--- config.mk ---
export PLATFORM = sky130hd
export DESIGN_NAME = bcd_scan_counter
export DESIGN_NICKNAME = d
export VERILOG_FILES = /design/src/rtl/bcd_scan_counter.sv
export SDC_FILE = /design/constraint.sdc
export NUM_CORES = 1
export LEC_CHECK = 0
export ABC_AREA = 1
export CAP_MARGIN = 25
export CORE_MARGIN = 5
export CORE_UTILIZATION = 35
export CTS_BUF_LIST = sky130_fd_sc_hd__clkbuf_4 sky130_fd_sc_hd__clkbuf_8 sky130_fd_sc_hd__clkbuf_16
export DETAILED_ROUTE_END_ITERATION = 10
export PLACE_DENSITY = 0.62
export SYNTH_ARGS = -nofsm -noshare
export SYNTH_HDL_FRONTEND = slang
export SYNTH_SLANG_ARGS = --single-unit
--- constraint.sdc ---
create_clock -name clk -period 2.7 [get_ports clk]
set_input_delay 0.405 -clock clk [delete_from_list [all_inputs] [get_ports clk]]
set_output_delay 0.405 -clock clk [all_outputs]
set_load 0.01 [all_outputs]
--- src/rtl/bcd_scan_counter.sv ---
// ============================================================================
// Module      : bcd_scan_counter
// Description : DIGITS-wide BCD up/down counter with a time-multiplexed digit
//               scanner that feeds a seven-segment decoder (bcd + active-low an).
//               Optional macro LEADING_ZERO_BLANK_EN blanks leading-zero slots.
// Revision    : 1.0 - initial release
// ============================================================================
`default_nettype none

module bcd_scan_counter #(
    parameter int DIGITS   = 4,
    parameter int SCAN_DIV = 1000
) (
    input  logic                  clk,
    input  logic                  rst_n,
    input  logic                  en,
    input  logic                  up,
    input  logic                  load,
    input  logic [4*DIGITS-1:0]   load_val,
    input  logic                  clr,
    output logic [4*DIGITS-1:0]   count,
    output logic                  wrap,
    output logic [3:0]            bcd,
    output logic [DIGITS-1:0]     an
);

    localparam int c_PRE_W = (SCAN_DIV > 1) ? $clog2(SCAN_DIV) : 1;
    localparam int c_IDX_W = (DIGITS > 1) ? $clog2(DIGITS) : 1;

    logic [4*DIGITS-1:0] count_q, count_d;
    logic                wrap_q, wrap_d;
    logic [c_PRE_W-1:0]  pre_q, pre_d;
    logic [c_IDX_W-1:0]  idx_q, idx_d;

    logic                w_carry;
    logic [3:0]          w_nib;
    logic [3:0]          w_sel;
    logic                w_blank;

    always_ff @(posedge clk or negedge rst_n) begin
        if (!rst_n) begin
            count_q <= '0;
            wrap_q  <= 1'b0;
            pre_q   <= '0;
            idx_q   <= '0;
        end else begin
            count_q <= count_d;
            wrap_q  <= wrap_d;
            pre_q   <= pre_d;
            idx_q   <= idx_d;
        end
    end

    // Ripple carry/borrow: a digit only changes while the carry from below is set.
    always_comb begin
        count_d = count_q;
        wrap_d  = 1'b0;
        w_carry = 1'b1;
        w_nib   = '0;
        if (clr) begin
            count_d = '0;
        end else if (load) begin
            for (int i = 0; i < DIGITS; i++) begin
                w_nib = load_val[4*i +: 4];
                count_d[4*i +: 4] = (w_nib > 4'd9) ? 4'd0 : w_nib;
            end
        end else if (en) begin
            for (int i = 0; i < DIGITS; i++) begin
                w_nib = count_q[4*i +: 4];
                if (w_carry) begin
                    if (up) begin
                        if (w_nib >= 4'd9) begin
                            count_d[4*i +: 4] = 4'd0;
                        end else begin
                            count_d[4*i +: 4] = w_nib + 4'd1;
                            w_carry = 1'b0;
                        end
                    end else begin
                        if (w_nib == 4'd0) begin
                            count_d[4*i +: 4] = 4'd9;
                        end else begin
                            count_d[4*i +: 4] = w_nib - 4'd1;
                            w_carry = 1'b0;
                        end
                    end
                end
            end
            wrap_d = w_carry;
        end
    end

    always_comb begin
        pre_d = pre_q + c_PRE_W'(1);
        idx_d = idx_q;
        if (pre_q == c_PRE_W'(SCAN_DIV - 1)) begin
            pre_d = '0;
            idx_d = (idx_q == c_IDX_W'(DIGITS - 1)) ? '0 : idx_q + c_IDX_W'(1);
        end
    end

    always_comb begin
        w_sel = 4'd0;
        for (int i = 0; i < DIGITS; i++) begin
            if (idx_q == c_IDX_W'(i)) begin
                w_sel = count_q[4*i +: 4];
            end
        end
    end

`ifdef LEADING_ZERO_BLANK_EN
    logic w_zero_above;

    // Walk down from the top digit; digit 0 is excluded so a zero count shows "0".
    always_comb begin
        w_zero_above = 1'b1;
        w_blank      = 1'b0;
        for (int i = DIGITS - 1; i >= 1; i--) begin
            w_zero_above = w_zero_above & (count_q[4*i +: 4] == 4'd0);
            if ((idx_q == c_IDX_W'(i)) && w_zero_above) begin
                w_blank = 1'b1;
            end
        end
    end
`else
    assign w_blank = 1'b0;
`endif

    always_comb begin
        an = '1;
        for (int i = 0; i < DIGITS; i++) begin
            if (idx_q == c_IDX_W'(i)) begin
                an[i] = w_blank;
            end
        end
    end

    assign bcd   = w_blank ? 4'd0 : w_sel;
    assign count = count_q;
    assign wrap  = wrap_q;

endmodule

`default_nettype wire

# Word-level counts from Yosys, hierarchy flattened
# Index checks and enable logic that the tools add are counted.
# W data, S select, Z words.
# totals
reg_bits,29
input_bits,22
out_inout_bits,25
# classes
addsub,10
n_lt_le_gt_ge,8
eq_ne,4
muxes,59
n_reduce_logical,12
# op_table
operator,count
$mux W4,23
$mux W16,3
$mux W1,31
$add A4 B1 Y4 const B,4
$ge A4 B4 Y1 const B,4
$gt A4 B4 Y1 const B,4
$logic_not A4 Y1,4
$sub A4 B1 Y4 const B,4
$reduce_bool A3 Y1,4
$add A10 B1 Y10 const B,1
$eq A10 B10 Y1 const B,1
$mux W10,1
$reduce_and A2 Y1,3
$eq A2 B2 Y1 const B,2
$add A2 B1 Y2 const B,1
$eq A2 B1 Y1 const B,1
$logic_not A2 Y1,1
$mux W2,1

# Depth between registers and ports, before layout
# logic_depth
ltp_word,18
ltp_mapped,12
mapped_depth_nobuf,12

# Worst setup path after synthesis
# Ideal clock, no wire load.
# synth_path
kind,register to output
start,register idx_q[0]
end,output bcd[2]
arrival_ns,1.243
required_time_ns,2.295
slack_ns,1.052
stages_incl_launch_ff,7
path_cell_list,dfrtp_1 > inv_1 > ha_1 > inv_1 > o21ai_0 > o221ai_1 > o21ai_0
# synth_via
elab_chain_cells,5
word_cells_on_any_way,8
cone_classes,eq/ne (3); mux (4); reduce/logical (1)
# synth_rtl
element,line_no,rtl
start: declaration,33,"logic [c_IDX_W-1:0] idx_q, idx_d;"
start signal: assignment,50,idx_q <= idx_d;
$logic_not A2 Y1,104,if (idx_q == c_IDX_W'(i)) begin
$mux W4 (3 in series),104,
$mux W4 (*),104,
end: declaration,23,"output logic [3:0] bcd,"
# Every way passes the cells marked *; elsewhere a longest branch is shown, timed or not.

# Worst setup path in the final report
# layout_path
start,register idx_q[0]
end,output bcd[0]
# The elaborated chain is that of the path after synthesis.

==> impl_results.html <==
<table>
<tr><th>Metric</th><th>Value</th></tr>
<tr><th colspan="2">Outcome</th></tr>
<tr><td>Run status</td><td>completed</td></tr>
<tr><th colspan="2">Yosys</th></tr>
<tr><td>Yosys warning total</td><td>0</td></tr>
<tr><td>Number of flip-flops and latches in the synthesized netlist</td><td>29</td></tr>
<tr><td>Sequential area share after synthesis</td><td>28.7%</td></tr>
<tr><td>Simple-Gate Fraction of Synth Area</td><td>between 30% and 40%</td></tr>
<tr><td>Mapped Nets</td><td>about 400</td></tr>
<tr><td>Post-synth design cell area</td><td>0.00253 mm2</td></tr>
<tr><td>Cell count after synthesis</td><td>about 370</td></tr>
<tr><td>Multiplexer area fraction after synthesis</td><td>0%</td></tr>
<tr><td>Xor-xnor portion of the synthesized cell area</td><td>under 10%</td></tr>
<tr><td>Area share of the largest cell type after synthesis</td><td>about 29%</td></tr>
<tr><td>Complex-gate fraction of the synthesized area</td><td>14.6%</td></tr>
<tr><td>Post-Synthesis Mean Instance Area</td><td>between 6 and 7 um2</td></tr>
<tr><td>Distinct cell type count of the synthesized netlist</td><td>33</td></tr>
<tr><td>Largest family of logic cells by synthesized area</td><td>simple AND/OR/NAND/NOR gates</td></tr>
<tr><td>Synth Area in Adders</td><td>between 8 and 9%</td></tr>
<tr><td>Cell types with the largest area share after synthesis</td><td>dfrtp_1 (29%), nand2_1 (14%), ha_1 (8.9%), nand3_1 (7.9%), inv_1 (7.4%)</td></tr>
<tr><td>Library cell with the largest summed area after synthesis</td><td>dfrtp_1</td></tr>
<tr><th colspan="2">Drt</th></tr>
<tr><td>Average vias per placed instance</td><td>4.86</td></tr>
<tr><td>Routed len/inst</td><td>13.4 um</td></tr>
<tr><td>DRC viols</td><td>0</td></tr>
<tr><td>Total length of routed wires</td><td>a little under 7000 um</td></tr>
<tr><td>First drt pass iteration count</td><td>4</td></tr>
<tr><td>First DRT Iteration DRCs</td><td>around 180</td></tr>
<tr><td>Antenna Nets Post-Route</td><td>0</td></tr>
<tr><td>Routed vias</td><td>2497</td></tr>
<tr><th colspan="2">Clocking</th></tr>
<tr><td>Inserted Clock Buffers</td><td>5</td></tr>
<tr><td>CTS root buf</td><td>clkbuf_8</td></tr>
<tr><td>CTS tree</td><td>built</td></tr>
<tr><td>Clock transition at the registers of the reported paths</td><td>~70 ps</td></tr>
<tr><td>Buffers from clock root to sink, at most</td><td>2</td></tr>
<tr><td>Post_cts resized</td><td>0</td></tr>
<tr><td>Number of post-CTS setup repair buffers</td><td>0</td></tr>
<tr><td>Hold-fix buffers at CTS</td><td>0</td></tr>
<tr><td>Clock tree sinks</td><td>29</td></tr>
<tr><td>Clock insertion delay at the later pin of the skew report</td><td>between 200 and 300 ps</td></tr>
<tr><td>Number of levels in the clock H-tree</td><td>2</td></tr>
<tr><th colspan="2">Timing</th></tr>
<tr><td>Post-route setup TNS</td><td>0 ps</td></tr>
<tr><td>Maximum clock frequency</td><td>approximately 0.40 GHz</td></tr>
<tr><td>Period utilisation layout</td><td>~93%</td></tr>
<tr><td>Worst max-slew margin expressed relative to the limit</td><td>a little under two thirds</td></tr>
<tr><td>Final clock skew</td><td>9.06 ps</td></tr>
<tr><td>Max Transition Viols Final</td><td>0</td></tr>
<tr><td>Clock period minus worst slack</td><td>2510 ps</td></tr>
<tr><td>Slew at the pin closest to its max-slew limit</td><td>541 ps</td></tr>
<tr><td>RSZ-0062 raised after global routing</td><td>false</td></tr>
<tr><td>Final Worst Setup Slack</td><td>between 150 and 200 ps</td></tr>
<tr><td>Fin. Hold Viols</td><td>0</td></tr>
<tr><td>Setup-violating endpoint count in the final report</td><td>0</td></tr>
<tr><th colspan="2">Cells and area</th></tr>
<tr><td>Register area</td><td>about 730 um2</td></tr>
<tr><td>Number of inserted filler cells in the final layout</td><td>roughly 750</td></tr>
<tr><td>Multi-input combinational cell area</td><td>about 0.0015 mm2</td></tr>
<tr><td>Growth of design area from synthesis to finish</td><td>25.7%</td></tr>
<tr><td>Core Util, Final</td><td>between 40% and 50%</td></tr>
<tr><td>Inserted Diodes</td><td>0</td></tr>
<tr><td>Fraction of final layout cells sized beyond drive strength 1</td><td>under 10%</td></tr>
<tr><td>Net count, final</td><td>454</td></tr>
<tr><th colspan="2">Critical path</th></tr>
<tr><td>Crit-path max cell delay</td><td>roughly 560 ps</td></tr>
<tr><td>Max Fanout on Critical Path</td><td>5</td></tr>
<tr><td>Critical path, cell by cell</td><td>inv_1, ha_1, inv_1, o21ai_0, o211ai_1, a22oi_1, clkdlybuf4s50_1</td></tr>
<tr><td>Worst Setup Start Kind</td><td>flop</td></tr>
<tr><td>Startpoint of the worst-slack reg-to-reg timing path</td><td>count[0]</td></tr>
<tr><td>Register-to-register setup slack</td><td>approximately 950 ps</td></tr>
<tr><td>Data arrival at the endpoint of the critical path</td><td>2100 ps</td></tr>
<tr><td>Nature of the critical path endpoint</td><td>output port</td></tr>
<tr><td>Library cell contributing the largest single delay on the critical path</td><td>clkdlybuf4s50_1</td></tr>
<tr><td>Crit path from</td><td>idx_q[0]</td></tr>
<tr><td>Most common cell type on the critical path</td><td>inv_1</td></tr>
<tr><td>Startpoint-to-endpoint class of the critical path</td><td>reg -&gt; out</td></tr>
<tr><td>R2r worst-path depth</td><td>10</td></tr>
<tr><td>End of the worst register-to-register path</td><td>count[13]</td></tr>
<tr><td>Data required time at the worst endpoint</td><td>roughly 2300 ps</td></tr>
<tr><th colspan="2">Floorplanning</th></tr>
<tr><td>Die height</td><td>between 90 and 100 um</td></tr>
<tr><td>Area of the die</td><td>0.00902 mm2</td></tr>
<tr><td>Number of standard-cell rows in the floorplan</td><td>31</td></tr>
<tr><td>Core Area</td><td>between 0.007 and 0.008 mm2</td></tr>
<tr><td>I/O pins</td><td>between 40 and 50</td></tr>
<tr><td>Die extent in x</td><td>roughly 95 um</td></tr>
<tr><td>Initial core utilization</td><td>35.4%</td></tr>
<tr><th colspan="2">Global routing</th></tr>
<tr><td>Most utilized layer in the global route result</td><td>met2</td></tr>
<tr><td>Total congestion overflow after global routing</td><td>0</td></tr>
<tr><td>Global routing usage on met1</td><td>roughly 22%</td></tr>
<tr><td>Vias in the first global route</td><td>between 2000 and 2500</td></tr>
<tr><td>Antenna violations before repair</td><td>0</td></tr>
<tr><td>Maximum number of pins on one net before global-route repair</td><td>30</td></tr>
<tr><td>Grt met3 use</td><td>3.67%</td></tr>
<tr><td>First-pass GRT wire length</td><td>about 11000 um</td></tr>
<tr><td>Total GRT Usage</td><td>between 15 and 20%</td></tr>
<tr><td>Fraction of met2 tracks used by global routing</td><td>a little over a quarter</td></tr>
<tr><th colspan="2">Pwr</th></tr>
<tr><td>Total power of the final layout</td><td>approximately 1.4 mW</td></tr>
<tr><td>Leak Pwr</td><td>1.57 nW</td></tr>
<tr><td>Worst supply voltage drop on vdd</td><td>between 0.2 and 0.25 mV</td></tr>
<tr><td>Total power per unit cell area</td><td>approximately 440 mW/mm2</td></tr>
<tr><th colspan="2">Place</th></tr>
<tr><td>Number of buffer cells added on primary ports</td><td>46</td></tr>
<tr><td>DPL Wire Length</td><td>~5600 um</td></tr>
<tr><td>Final estimated routing congestion in global placement</td><td>around 0.90</td></tr>
<tr><td>Post-placement setup slack</td><td>474 ps</td></tr>
<tr><th colspan="2">Run</th></tr>
<tr><td>Number of max-cap violations</td><td>0</td></tr>
<tr><th colspan="2">Worst hold path</th></tr>
<tr><td>Worst min-delay path startpoint</td><td>pre_q[5]</td></tr>
<tr><td>Depth of the worst hold-timing path</td><td>1</td></tr>
<tr><td>Destination of the worst hold path</td><td>pre_q[5]</td></tr>
<tr><td>Type of the tightest min-delay check</td><td>reg -&gt; reg</td></tr>
</table>
stage by stage:
step / std cells / instance area [um2] / hold WS [ps]
floorplan: 365 / 2530 / 109
global placement: 506 / 3080 / 484
detailed placement: 506 / 3080 / 484
CTS: 514 / 3180 / 492
global route: 514 / 3180 / 518
finish: 514 / 3180 / 499
per-layer routing:
metal	vias up	wire (um)
li1	1296	-
met2	59	3100
met3	7	381
met4	0	65
met5	-	0
met1	1135	3340
cells by family (layout without fill, tap and decap cells):
group,after synthesis,in the layout
simple gates,187,187
fa+ha+maj,18,18
xor+xnor,7,7
compound gates,64,64
flops,29,29
buf+inv,60,110
cell usage after synthesis (all sizes together):
cell      n
nand4     6
nor2     26
nand3b    3
dfrtp    29
a21oi    23
a31oi     3
xnor2     3
and3      1
xor2      4
nor3b     1
o211ai    7
a22oi     3
o21ai    26
a31o      1
clkbuf    1
inv      52
nand3    43
nor3      4
nand2   103
o221ai    1
buf       7
ha       18
worst max-delay path, delay by kind of cell (launching register included):
family                     cells  cell delay (ps)
AOI/OAI and AO/OA              3              460
adders and majority gates      1              160
buffers and inverters          3              790
DFF                            1              410
worst max-delay path by stage:
stage	end	slack, ps
after detailed placement	bcd[1]	470
after global placement	bcd[1]	500
after global routing	bcd[0]	20
after floorplan	bcd[2]	1050
after CTS	bcd[1]	160
final	bcd[0]	190
report_power, final:
group	switching, mW	total [mW]	internal (mW)
sequential	0.0580	0.519	0.461
combinational	0.265	0.472	0.207
clock	0.164	0.394	0.230
total	0.487	1.38	0.898
cell usage in the layout (no fill, tap or decap), types with 6 or more instances in the layout:
| master | netlist | routed |
|---|---|---|
| a21oi_1 | 22 | 22 |
| nor2_1 | 22 | 22 |
| clkbuf_8 | 1 | 7 |
| inv_1 | 50 | 50 |
| nand3_1 | 40 | 40 |
| o21ai_0 | 25 | 25 |
| clkdlybuf4s50_1 | 0 | 46 |
| nand4_1 | 6 | 6 |
| nand2_1 | 96 | 96 |
| o211ai_1 | 7 | 7 |
| ha_1 | 18 | 18 |
| dfrtp_1 | 29 | 29 |
layout make-up:
cell class | count | area share [%]
clock inverters | 1 | 0.158
repair buffers | 50 | 15.4
clock buffers | 7 | 3.03
well taps | 99 | 3.90
flip-flops and latches | 29 | 22.8
multi-input cells | 276 | 48.5
inverters | 52 | 6.14
sequential cells by signal, indices dropped and copies added (netlist names):
| signal | cells |
|---|---|
| count | 16 |
| idx_q | 2 |
| pre_q | 10 |
| wrap | 1 |
(Power assumes the default switching activity.)
